[src/rtl/store_buffer_pkg.sv]
// Shared definitions for the store buffer: default geometry, field widths,
// FSM state encodings and the queued-store entry layout.
package store_buffer_pkg;

   localparam int unsigned SB_DEPTH  = 4;
   localparam int unsigned SB_PTR_W  = 2;
   localparam int unsigned SB_ADDR_W = 32;
   localparam int unsigned SB_DATA_W = 32;
   localparam int unsigned SB_MASK_W = 4;

   localparam logic [2:0] S_IDLE    = 3'd0;
   localparam logic [2:0] S_LD_REQ  = 3'd1;
   localparam logic [2:0] S_LD_WAIT = 3'd2;
   localparam logic [2:0] S_ST_REQ  = 3'd3;
   localparam logic [2:0] S_ST_WAIT = 3'd4;

   typedef struct packed {
      logic [SB_ADDR_W-1:0] addr;
      logic [SB_DATA_W-1:0] data;
      logic [SB_MASK_W-1:0] mask;
   } sb_entry_t;

endpackage

[src/rtl/store_buffer_if.sv]
// Core-side memory bus between the MEM stage and the store buffer.
//   addr, write_data, memwrite, memread, sign_mask : core -> buffer
//   read_data, core_stall                          : buffer -> core
// master = core side, slave = store buffer side.
interface store_buffer_if;
   import store_buffer_pkg::*;

   logic [SB_ADDR_W-1:0] addr;
   logic [SB_DATA_W-1:0] write_data;
   logic                 memwrite;
   logic                 memread;
   logic [SB_MASK_W-1:0] sign_mask;
   logic [SB_DATA_W-1:0] read_data;
   logic                 core_stall;

   modport master (
      output addr, write_data, memwrite, memread, sign_mask,
      input  read_data, core_stall
   );

   modport slave (
      input  addr, write_data, memwrite, memread, sign_mask,
      output read_data, core_stall
   );

endinterface

[src/rtl/store_buffer_fifo.sv]
// sb_fifo: DEPTH-entry store queue.
//   clk, rst_n   : clock, synchronous active-low reset (pointers/count only)
//   push, pop    : enqueue push_entry at tail / retire head entry
//   push_entry   : {addr, data, mask} of the store being absorbed
//   lookup_word  : word address (addr[31:2]) of the current core access
//   head         : oldest queued entry
//   full, empty  : derived from the registered count
//   hit          : some valid entry targets lookup_word
module sb_fifo
   import store_buffer_pkg::*;
#(
   parameter int unsigned DEPTH = SB_DEPTH,
   parameter int unsigned PTR_W = SB_PTR_W
) (
   input  logic            clk,
   input  logic            rst_n,
   input  logic            push,
   input  logic            pop,
   input  sb_entry_t       push_entry,
   input  logic [29:0]     lookup_word,
   output sb_entry_t       head,
   output logic            full,
   output logic            empty,
   output logic            hit
);

   logic [PTR_W-1:0] wr_ptr;
   logic [PTR_W-1:0] rd_ptr;
   logic [PTR_W:0]   count;
   sb_entry_t        entries [DEPTH];

   // Storage is not reset: validity comes only from rd_ptr/count.
   always_ff @(posedge clk) begin
      if (push) entries[wr_ptr] <= push_entry;
   end

   always_ff @(posedge clk) begin
      if (!rst_n) begin
         wr_ptr <= '0;
         rd_ptr <= '0;
         count  <= '0;
      end else begin
         if (push) wr_ptr <= wr_ptr + PTR_W'(1);
         if (pop)  rd_ptr <= rd_ptr + PTR_W'(1);
         case ({push, pop})
            2'b10:   count <= count + (PTR_W+1)'(1);
            2'b01:   count <= count - (PTR_W+1)'(1);
            default: count <= count;
         endcase
      end
   end

   assign full  = (count == (PTR_W+1)'(DEPTH));
   assign empty = (count == '0);
   assign head  = entries[rd_ptr];

   // Slot i is live when its distance from the head is below count.
   always_comb begin
      logic [PTR_W-1:0] off;
      hit = 1'b0;
      for (int unsigned i = 0; i < DEPTH; i++) begin
         off = PTR_W'(i) - rd_ptr;
         if (({1'b0, off} < count) && (entries[i].addr[31:2] == lookup_word))
            hit = 1'b1;
      end
   end

endmodule

[src/rtl/store_buffer.sv]
// store_buffer: posted-write buffer between the MEM stage and data_mem.
// Stores are absorbed into sb_fifo without stalling, then drained when
// data_mem is idle. Loads overtake queued stores unless they hit a queued
// word, in which case the queue drains first.
//   clk, rst_n       : clock, synchronous active-low reset
//   core             : core-side bus (store_buffer_if.slave)
//   mem_addr, mem_write_data, mem_memwrite, mem_memread, mem_sign_mask
//                    : requests to data_mem, non-zero only in request states
//   mem_read_data    : load data from data_mem
//   mem_clk_stall    : data_mem busy
module store_buffer
   import store_buffer_pkg::*;
#(
   parameter int unsigned DEPTH = SB_DEPTH,
   parameter int unsigned PTR_W = SB_PTR_W
) (
   input  logic                 clk,
   input  logic                 rst_n,
   store_buffer_if.slave        core,
   output logic [SB_ADDR_W-1:0] mem_addr,
   output logic [SB_DATA_W-1:0] mem_write_data,
   output logic                 mem_memwrite,
   output logic                 mem_memread,
   output logic [SB_MASK_W-1:0] mem_sign_mask,
   input  logic [SB_DATA_W-1:0] mem_read_data,
   input  logic                 mem_clk_stall
);

   logic [2:0]           state;
   logic                 seen_busy;
   logic                 ld_done;
   logic [SB_DATA_W-1:0] read_data_q;
   logic                 push;
   logic                 pop;
   logic                 full;
   logic                 empty;
   logic                 hit;
   logic                 op_done;
   sb_entry_t            head;
   sb_entry_t            push_entry;

   always_comb begin
      push_entry      = '0;
      push_entry.addr = core.addr;
      push_entry.data = core.write_data;
      push_entry.mask = core.sign_mask;
   end

   assign push    = core.memwrite & ~full;
   // data_mem finishes an op by raising then dropping clk_stall.
   assign op_done = seen_busy & ~mem_clk_stall;
   assign pop     = (state == S_ST_WAIT) & op_done;

   sb_fifo #(
      .DEPTH (DEPTH),
      .PTR_W (PTR_W)
   ) u_fifo (
      .clk         (clk),
      .rst_n       (rst_n),
      .push        (push),
      .pop         (pop),
      .push_entry  (push_entry),
      .lookup_word (core.addr[31:2]),
      .head        (head),
      .full        (full),
      .empty       (empty),
      .hit         (hit)
   );

   assign core.core_stall = (core.memwrite & full) | (core.memread & ~ld_done);
   assign core.read_data  = read_data_q;

   always_comb begin
      mem_addr       = '0;
      mem_write_data = '0;
      mem_memwrite   = 1'b0;
      mem_memread    = 1'b0;
      mem_sign_mask  = '0;
      case (state)
         S_LD_REQ: begin
            mem_addr      = core.addr;
            mem_sign_mask = core.sign_mask;
            mem_memread   = 1'b1;
         end
         S_ST_REQ: begin
            mem_addr       = head.addr;
            mem_write_data = head.data;
            mem_sign_mask  = head.mask;
            mem_memwrite   = 1'b1;
         end
         default: ;
      endcase
   end

   always_ff @(posedge clk) begin
      if (!rst_n) begin
         state       <= S_IDLE;
         seen_busy   <= 1'b0;
         ld_done     <= 1'b0;
         read_data_q <= '0;
      end else begin
         // ld_done is a single-cycle completion pulse.
         ld_done <= 1'b0;
         case (state)
            S_IDLE: begin
               seen_busy <= 1'b0;
               // A hitting load falls through to draining until the hit clears.
               if (core.memread && !ld_done && !hit) state <= S_LD_REQ;
               else if (!empty)                      state <= S_ST_REQ;
            end
            S_LD_REQ: begin
               seen_busy <= 1'b0;
               state     <= S_LD_WAIT;
            end
            S_ST_REQ: begin
               seen_busy <= 1'b0;
               state     <= S_ST_WAIT;
            end
            S_LD_WAIT: begin
               if (mem_clk_stall) begin
                  seen_busy <= 1'b1;
               end else if (seen_busy) begin
                  read_data_q <= mem_read_data;
                  ld_done     <= 1'b1;
                  state       <= S_IDLE;
               end
            end
            S_ST_WAIT: begin
               if (mem_clk_stall) seen_busy <= 1'b1;
               else if (seen_busy) state <= S_IDLE;
            end
            default: state <= S_IDLE;
         endcase
      end
   end

endmodule

[src/flat_wrapper.sv]
// flat-port wrapper written by rule: the top's interface ports become plain ports
module store_buffer_flat import store_buffer_pkg::*;
#(
   parameter int unsigned DEPTH = SB_DEPTH,
   parameter int unsigned PTR_W = SB_PTR_W
)
  (clk, rst_n, mem_addr, mem_write_data, mem_memwrite, mem_memread, mem_sign_mask, mem_read_data, mem_clk_stall, core_addr, core_write_data, core_memwrite, core_memread, core_sign_mask, core_read_data, core_core_stall);
  store_buffer_if core_i ();
  input  logic clk;
  input  logic rst_n;
  output logic [SB_ADDR_W-1:0] mem_addr;
  output logic [SB_DATA_W-1:0] mem_write_data;
  output logic mem_memwrite;
  output logic mem_memread;
  output logic [SB_MASK_W-1:0] mem_sign_mask;
  input  logic [SB_DATA_W-1:0] mem_read_data;
  input  logic mem_clk_stall;
  input wire logic [$bits(core_i.addr)-1:0] core_addr;
  input wire logic [$bits(core_i.write_data)-1:0] core_write_data;
  input wire logic [$bits(core_i.memwrite)-1:0] core_memwrite;
  input wire logic [$bits(core_i.memread)-1:0] core_memread;
  input wire logic [$bits(core_i.sign_mask)-1:0] core_sign_mask;
  output wire logic [$bits(core_i.read_data)-1:0] core_read_data;
  output wire logic [$bits(core_i.core_stall)-1:0] core_core_stall;
  assign core_i.addr = core_addr;
  assign core_i.write_data = core_write_data;
  assign core_i.memwrite = core_memwrite;
  assign core_i.memread = core_memread;
  assign core_i.sign_mask = core_sign_mask;
  assign core_read_data = core_i.read_data;
  assign core_core_stall = core_i.core_stall;
  store_buffer #(.DEPTH(DEPTH), .PTR_W(PTR_W)) u_core (.clk(clk), .rst_n(rst_n), .core(core_i), .mem_addr(mem_addr), .mem_write_data(mem_write_data), .mem_memwrite(mem_memwrite), .mem_memread(mem_memread), .mem_sign_mask(mem_sign_mask), .mem_read_data(mem_read_data), .mem_clk_stall(mem_clk_stall));
endmodule
[config.mk]
export PLATFORM = sky130hd
export DESIGN_NAME = store_buffer_flat
export DESIGN_NICKNAME = d
export VERILOG_FILES = /design/src/rtl/store_buffer_pkg.sv /design/src/rtl/store_buffer_if.sv /design/src/rtl/store_buffer_fifo.sv /design/src/rtl/store_buffer.sv /design/src/flat_wrapper.sv
export SDC_FILE = /design/constraint.sdc
export NUM_CORES = 1
export LEC_CHECK = 0
export ABC_AREA = 1
export BUFFER_PORTS_ARGS = -buffer_cell sky130_fd_sc_hd__buf_2
export CORE_ASPECT_RATIO = 1.4
export CORE_MARGIN = 1
export CORE_UTILIZATION = 57
export DETAILED_ROUTE_END_ITERATION = 16
export PLACE_DENSITY = 0.8
export SLEW_MARGIN = 20
export SYNTH_ARGS = -nofsm -noshare
export SYNTH_HDL_FRONTEND = slang
export SYNTH_SLANG_ARGS = --single-unit
export TNS_END_PERCENT = 20
[constraint.sdc]
create_clock -name clk -period 6 [get_ports clk]
set_input_delay 0.9 -clock clk [delete_from_list [all_inputs] [get_ports clk]]
set_output_delay 0.9 -clock clk [all_outputs]
set_load 0.05 [all_outputs]
* After elaboration in Yosys (flattened, before gate mapping)
Memories as Yosys holds them, arrays and structs flattened. A register that Yosys moved wholly into a read port is not among the register bits. Cells that the tools add are included.
Storage, ports and cells: flip-flop bits (word level) 44, bits in latches 0, RAM bits 272, memory bits (read-only) 0, input bits 105, output and inout port bits 103, logic and storage cells 86, memories 1
Memory list:
- u_core.u_fifo.entries | words 4, width 68, rd ports 5, clocked after Yosys merged registers in 1, wr ports 1, line store_buffer_fifo.sv:30 | sb_entry_t entries [DEPTH];
Operators by class: $add $sub $neg 8, $mul 0, divide/modulo/power cells 0, order comparisons 4, eq/ne operators 15, shift-type cells 0, multiplexer cells 22, bitwise logic cells 11, reductions and logical operators 18
Operator list (number):
- $eq A30 B30 Y1 | 4
- $pmux W32 S2 | 1
- $mux W32 | 1
- $lt A2 B3 Y1 | 4
- $mux W3 | 4
- $pmux W3 S4 | 1
- $mux W1 | 10
- $pmux W4 S2 | 1
- $eq A3 B2 Y1 const B | 2
- $eq A3 B3 Y1 const B | 2
- $logic_and A1 B1 Y1 | 6
- $logic_not A3 Y1 | 2
- $pmux W3 S2 | 1
- $reduce_and A3 Y1 | 2
- $reduce_or A3 Y1 | 2
- $and A1 B1 Y1 | 5
- $not A1 Y1 | 5
- $add A2 B1 Y2 const B | 2
- $mux W2 | 2
- $ne A2 B1 Y1 const B | 2
- $reduce_bool A2 Y1 | 2
- $sub A1 B2 Y2 const A | 2
- $sub A2 B2 Y2 const A | 2
- $add A3 B1 Y3 const B | 1
- other kinds (11) | 12

* Longest topological paths before layout
Gate-level depths: netlist of the first run.
depth in word-level cells 11, gate-level depth with buffers 16, mapped depth without buffers 16

* By module
Synthesis of the first run repeated with hierarchy kept, for this count alone.
Unflattened totals: cells, all modules 1478, area total of the unflattened synthesis 14559.0 µm²
By module, submodules not included:
- sb_fifo | instances 1, cells an instance 1184, area each 12563.3 µm²
- store_buffer | instances 1, cells an instance 294, area each 1995.7 µm²

* Worst setup path after synthesis of the first run
OpenSTA, ideal clock, no wires.
path kind input to register, start input port core_memwrite, end memory u_core.u_fifo.entries[0][0] in the netlist's numbering, enable pin, library setup time 0.495 ns, arrival 3.914 ns, required time 5.505 ns, slack 1.591 ns, stages on the path 2, buffers on the path 0, cell sequence nand2_1 > nor2_1
On the way: word-level cells in the longest chain between the ends 3
RTL lines:
- from (decl) | line flat_wrapper.sv:20 | input wire logic [$bits(core_i.memwrite)-1:0] core_memwrite;
- $and A1 B1 Y1 | line store_buffer.sv:49 | assign push = core.memwrite & ~full;
- $mux W1 | line store_buffer_fifo.sv:34 | if (push) entries[wr_ptr] <= push_entry;
- $mux W1 (implied by the code) | line store_buffer_fifo.sv:34
- to (decl) | line store_buffer_fifo.sv:30
No other way between the ends.

==> flow_summary.toml, run 1 <==
[status]
status = "finished, final reports clean"

[setup_path]
crit_family = "buffers and inverters"
required_ps = 5100
critPathMaxStageDelay_ps = 600
cp-start-kind = "register"
crit_cells = 6
crit_buf_inv = 3
worstPathArrival_ps = 3010
path_max_fanout = 53
cp_slowest_cell = "inv_2"
path_class = "register to output pin"
crit_chain = "inv_2 > buf_4 > nand2_1 > a221oi_1 > a21o_1 > buf_2"
r2r_cells = 5
end_kind = "output pin"

[cells_and_area]
finalNetCount = 1767
postLayoutCellArea_mm2 = 0.0166
drive_gt1_frac = 0.184
area.growth.synth_to_final_pct = 15.2

[clock_tree]
cts_hold_buf = 0
ctsResizeCount = 0
htree_levels = 1
clk_latency_ps = 540
cts_buffer_depth = 3
post_cts_buffers = 0
cts_root_buf = "clkbuf_16"
cts_inserted_buffers = 30
cts_tree = "yes"
cts.sinks = 318
path_clk_slew_ps = 60

[placed_design]
io_buffers = 207
hpwl_um = 22600
pre_cts_ws_ps = 2680
place_area_mm2 = 0.0157
routabilityCongestion = 0.900

[global_routing]
grt_pass1_vias = 10672
grt_pass1_wl_um = 54200
antenna_found_initial = 3
grt-ovfl-total = 0
grt_usage = 0.272
grt_max_degree = 87

[pwr]
p_seq_frac = 0.491
p_comb_frac = 0.166
max-vdd-ir-drop_uv = 261
total_power_mw = 5.20
p_leak_nw = 6.86
p_sw_mw = 1.50
swShare = 0.289
power_density_mw_per_mm2 = 313
p_clk_frac = 0.342
internal_power_mw = 3.70

[job]
drv_cap = 0

[synthesis]
synth_common_cells = "nor2_1 (274), edfxtp_1 (272), nand2_1 (212)"
yosysTopAreaCell = "edfxtp_1"
synth_cell_types = 33
synth_nets = 1585
synth-seq-area-share = 0.631
netlist_area_mm2 = 0.0144
ys_ff_latch = 318
synth_top_area_frac = 0.567
synth.area.top_cells = "edfxtp_1 (57%), nor2_1 (7.1%), o21ai_0 (7.0%)"
synth_warnings = 0
ys.flop_type = "edfxtp_1"
avgSynthCellArea_um2 = 9.80
yosysMostFrequentCell = "nor2_1"
synth_edf_count = 272
syn_inst = 1470
async_flop_share = 0

[floorplan]
start_util = 0.582
num_rows = 68
core_mm2 = 0.0248
die_h_um = 190
ios = 208
dieArea_mm2 = 0.0259
die_w_um = 136

[detailed_routing]
avgRoutedWirePerCell_um = 17.8
drtIter0Drc = 973
vias_per_cell = 5.62
routed_wl_um = 35500
ant_nets = 0
drcViolationCount = 0
vias = 11203
first_pass_iters = 6

[timing]
skew_ps = 9.45
worst_slew_pin_slew_ps = 1060
rsz0062_at_grt = "no"
hold_ws_ps = 510
period_minus_slack_ps = 3910
setup_tns_ps = 0
setup_ws_ps = 2090
setup_viol = 0
fin_crit_sh = 0.652
relSlewSlack = 0.291
finalHoldViolations = 0
slew_violations = 0
max_freq_mhz = 256

[worst_hold_path]
holdPathStages = 2
hold_class = "register to register"
[metal layers]
layer  global-route usage  part of all wire  vias to the layer above
li1                     -                 -                     5328
met1                0.327              0.37                     5278
met2                0.477              0.52                      509
met3               0.0386             0.069                       86
met4                0.129             0.040                        2
met5                    0           0.00031                        -
[power groups by stage]
stage               Clock (mW)  Combinational, mW  Sequential, mW
floorplan                    0              0.575            2.63
global placement             0              0.844            2.60
detailed placement           0              0.859            2.60
CTS                       1.81              0.866            2.56
global route              1.89              0.930            2.56
finish                    1.78              0.866            2.56
[state kept, by name (all words and copies together), names as in the netlist, named ones only]
name and flops:
u_core.u_fifo.wr_ptr 2, u_core.u_fifo.entries 272, u_core.ld_done 1, u_core.seen_busy 1, u_core.state 3, u_core.u_fifo.count 3, u_core.u_fifo.rd_ptr 2, u_core.core.read_data 32
[cell type report]
class | count | area, um^2
Timing Repair Buffer | 220 | 1130
Sequential cell | 318 | 9090
Clock buffer | 35 | 791
Clock inverter | 21 | 136
Multi-Input combinational cell | 949 | 4550
Inverter | 133 | 499
Fill cell | 1896 | 8160
Antenna cell | 1 | 2.50
Tap cell | 315 | 394
[metrics by stage]
stage                     utilization  std cells
after global placement          0.633       1935
after floorplan                     -       1470
after detailed placement        0.633       1935
after CTS                       0.671       1991
after global routing            0.671       1992
final                           0.671       1992
[worst reg2reg max path: cells and delay by family, from the launching register on]
| kind | cells | cell delay (ps) |
|---|---|---|
| DFF | 1 | 430 |
| buffers and inverters | 2 | 910 |
| and+or+nand+nor | 3 | 1060 |
[cells in the final DEF, fill, tap and decap left out, drive strengths merged, types with 4 or more instances in the layout]
cell type  count
nor3          11
inv          134
nor2         278
xor2          35
clkinv        15
buf          220
dfxtp         46
xnor2         19
ha             9
clkbuf        35
a21oi        113
edfxtp       272
nand4          7
clkinvlp       4
o21ai        206
nand2        214
nand3         41
a32o           6
o22ai          4
[path summary, 6_finish.rpt]
check,from,endpoint,slack [ps]
min reg2reg,u_core.seen_busy,u_core.seen_busy,510
max,register,mem_addr[28],2090
max reg2reg,u_core.u_fifo.count[0],u_core.u_fifo.entries[3][10],3190
min,u_core.seen_busy,u_core.seen_busy,510
[logic make-up after synthesis]
| logic type | count (synthesis) | share of synthesized area |
|---|---|---|
| and+or+nand+nor | 554 | 0.154 |
| DFF | 318 | 0.631 |
| buffers and inverters | 203 | 0.0559 |
| AOI/OAI and AO/OA | 331 | 0.118 |
| adders and majority gates | 10 | 0.00920 |
| xor gates and xnor gates | 54 | 0.0328 |
No activity file was read; power rests on OpenSTA's default activity.
==> run 2, diff against run 1 <==
--- a/config.mk
+++ b/config.mk
@@ -9,9 +9,9 @@
 export BUFFER_PORTS_ARGS = -buffer_cell sky130_fd_sc_hd__buf_2
 export CORE_ASPECT_RATIO = 1.4
 export CORE_MARGIN = 1
-export CORE_UTILIZATION = 57
+export CORE_UTILIZATION = 52
 export DETAILED_ROUTE_END_ITERATION = 16
-export PLACE_DENSITY = 0.8
+export PLACE_DENSITY = 0.76
 export SLEW_MARGIN = 20
 export SYNTH_ARGS = -nofsm -noshare
 export SYNTH_HDL_FRONTEND = slang
==> constraint.sdc (replaced) <==
create_clock -name clk -period 3.25 [get_ports clk]
set_input_delay 0.4875 -clock clk [delete_from_list [all_inputs] [get_ports clk]]
set_output_delay 0.4875 -clock clk [all_outputs]
set_load 0.05 [all_outputs]
==> flow_summary.toml, run 2 (same netlist as run 1, synthesis figures left out) <==
[clock_tree]
path_clk_slew_ps = 60
cts_buffer_depth = 3
cts_tree = "yes"
htree_levels = 1
clk_latency_ps = 560
cts_inserted_buffers = 30
cts.sinks = 318
cts_hold_buf = 0
cts_root_buf = "clkbuf_16"

[floorplan]
dieArea_mm2 = 0.0284
die_h_um = 199
num_rows = 71
ios = 208
start_util = 0.532
die_w_um = 143
core_mm2 = 0.0271

[timing]
setup_viol = 0
finalHoldViolations = 0
skew_ps = 8.59
setup_ws_ps = 159
period_minus_slack_ps = 3090
slew_violations = 0
max_freq_mhz = 323
hold_ws_ps = 144
relSlewSlack = 0.369
fin_crit_sh = 0.951
setup_tns_ps = 0
rsz0062_at_grt = "no"
worst_slew_pin_slew_ps = 945

[detailed_routing]
avgRoutedWirePerCell_um = 17.5
routed_wl_um = 35900
ant_nets = 0
vias_per_cell = 5.40
drtIter0Drc = 816
first_pass_iters = 5
vias = 11101
drcViolationCount = 0

[global_routing]
grt_usage = 0.248
grt_pass1_vias = 10466
grt_max_degree = 60
grt-ovfl-total = 0
antenna_found_initial = 4
grt_pass1_wl_um = 53400

[cells_and_area]
regMostFlops = "u_core.u_fifo.entries"
final_common_cell = "edfxtp_1"
final_cell_mix = "edfxtp_1 (272), nor2_1 (269), nand2_1 (212)"
largest_reg_flops = 272
postLayoutCellArea_mm2 = 0.0169
area.growth.synth_to_final_pct = 17.1
drive_gt1_frac = 0.190
finalNetCount = 1778

[pwr]
p_leak_nw = 6.97
power_density_mw_per_mm2 = 580
max-vdd-ir-drop_uv = 491

[placed_design]
routabilityCongestion = 0.865
place_area_mm2 = 0.0159
io_buffers = 207
pre_cts_ws_ps = 661
hpwl_um = 23200

[worst_hold_path]
min_from = "core_write_data[9]"
holdPathStages = 1
hold_class = "input port to register"

[setup_path]
r2r-start = "u_core.u_fifo.count[1]"
cp-start-kind = "register"
path_max_fanout = 48
r2r_cells = 10
end_kind = "output pin"
worstPathArrival_ps = 2600
path_class = "register to output pin"
required_ps = 2760

[status]
status = "finished, final reports clean"

[job]
drv_cap = 0
-- run 2: cell types whose count changed in the layout (fill, tap and decap cells not counted), sizes merged --
cell,change
clkinv,-7
diode,+4
buf,+11
clkbuf,+11
clkinvlp,-4
inv,-1
-- run 2: worst max-delay path: stages (launching register included) --
cell     delay, ps
dfxtp_4        480
inv_2          280
buf_4          470
o21ai_0        190
a21oi_1        270
buf_2          320
-- run 2: worst paths after layout --
kind | to | slack [ps]
min reg2reg | u_core.seen_busy | 490
max | mem_write_data[2] | 160
min | u_core.u_fifo.entries[1][13] | 140
max reg2reg | u_core.u_fifo.count[2] | 860
-- run 2: per-layer routing --
| layer | vias to the layer above | wire length [um] | track usage |
|---|---|---|---|
| li1 | 5352 | - | - |
| met5 | - | 14 | 0 |
| met4 | 2 | 1410 | 0.127 |
| met3 | 87 | 2400 | 0.0390 |
| met2 | 446 | 18700 | 0.441 |
| met1 | 5214 | 13400 | 0.287 |
-- run 2: power by group --
group | internal, mW | switching (mW)
registers | 4.64 | 0.0808
clock network | 1.98 | 1.45
logic | 0.406 | 1.23
total | 7.03 | 2.76
-- run 2: timing repair --
action                                  in CTS  in global routing
resized for setup                            0                  0
endpoints found under the setup margin       0                 11
buffers inserted                             0                  1
endpoints found under the hold margin        0                  0
-- run 2: layout make-up --
type | count | area (um^2)
inverter | 133 | 499
sequential | 318 | 9090
antenna | 5 | 12.5
timing repair buffer | 231 | 1290
clock inverter | 9 | 68.8
tap | 365 | 457
clock buffer | 46 | 905
multi-input combinational | 949 | 4550
fill | 2155 | 10200
-- run 2: through the flow --
step	instances	power, mW	utilization
finish	2056	9.78	0.623
global route	2054	10.1	0.623
CTS	2050	9.82	0.621
detailed placement	1995	6.43	0.585
global placement	1995	6.41	0.585
floorplan	1470	5.91	-
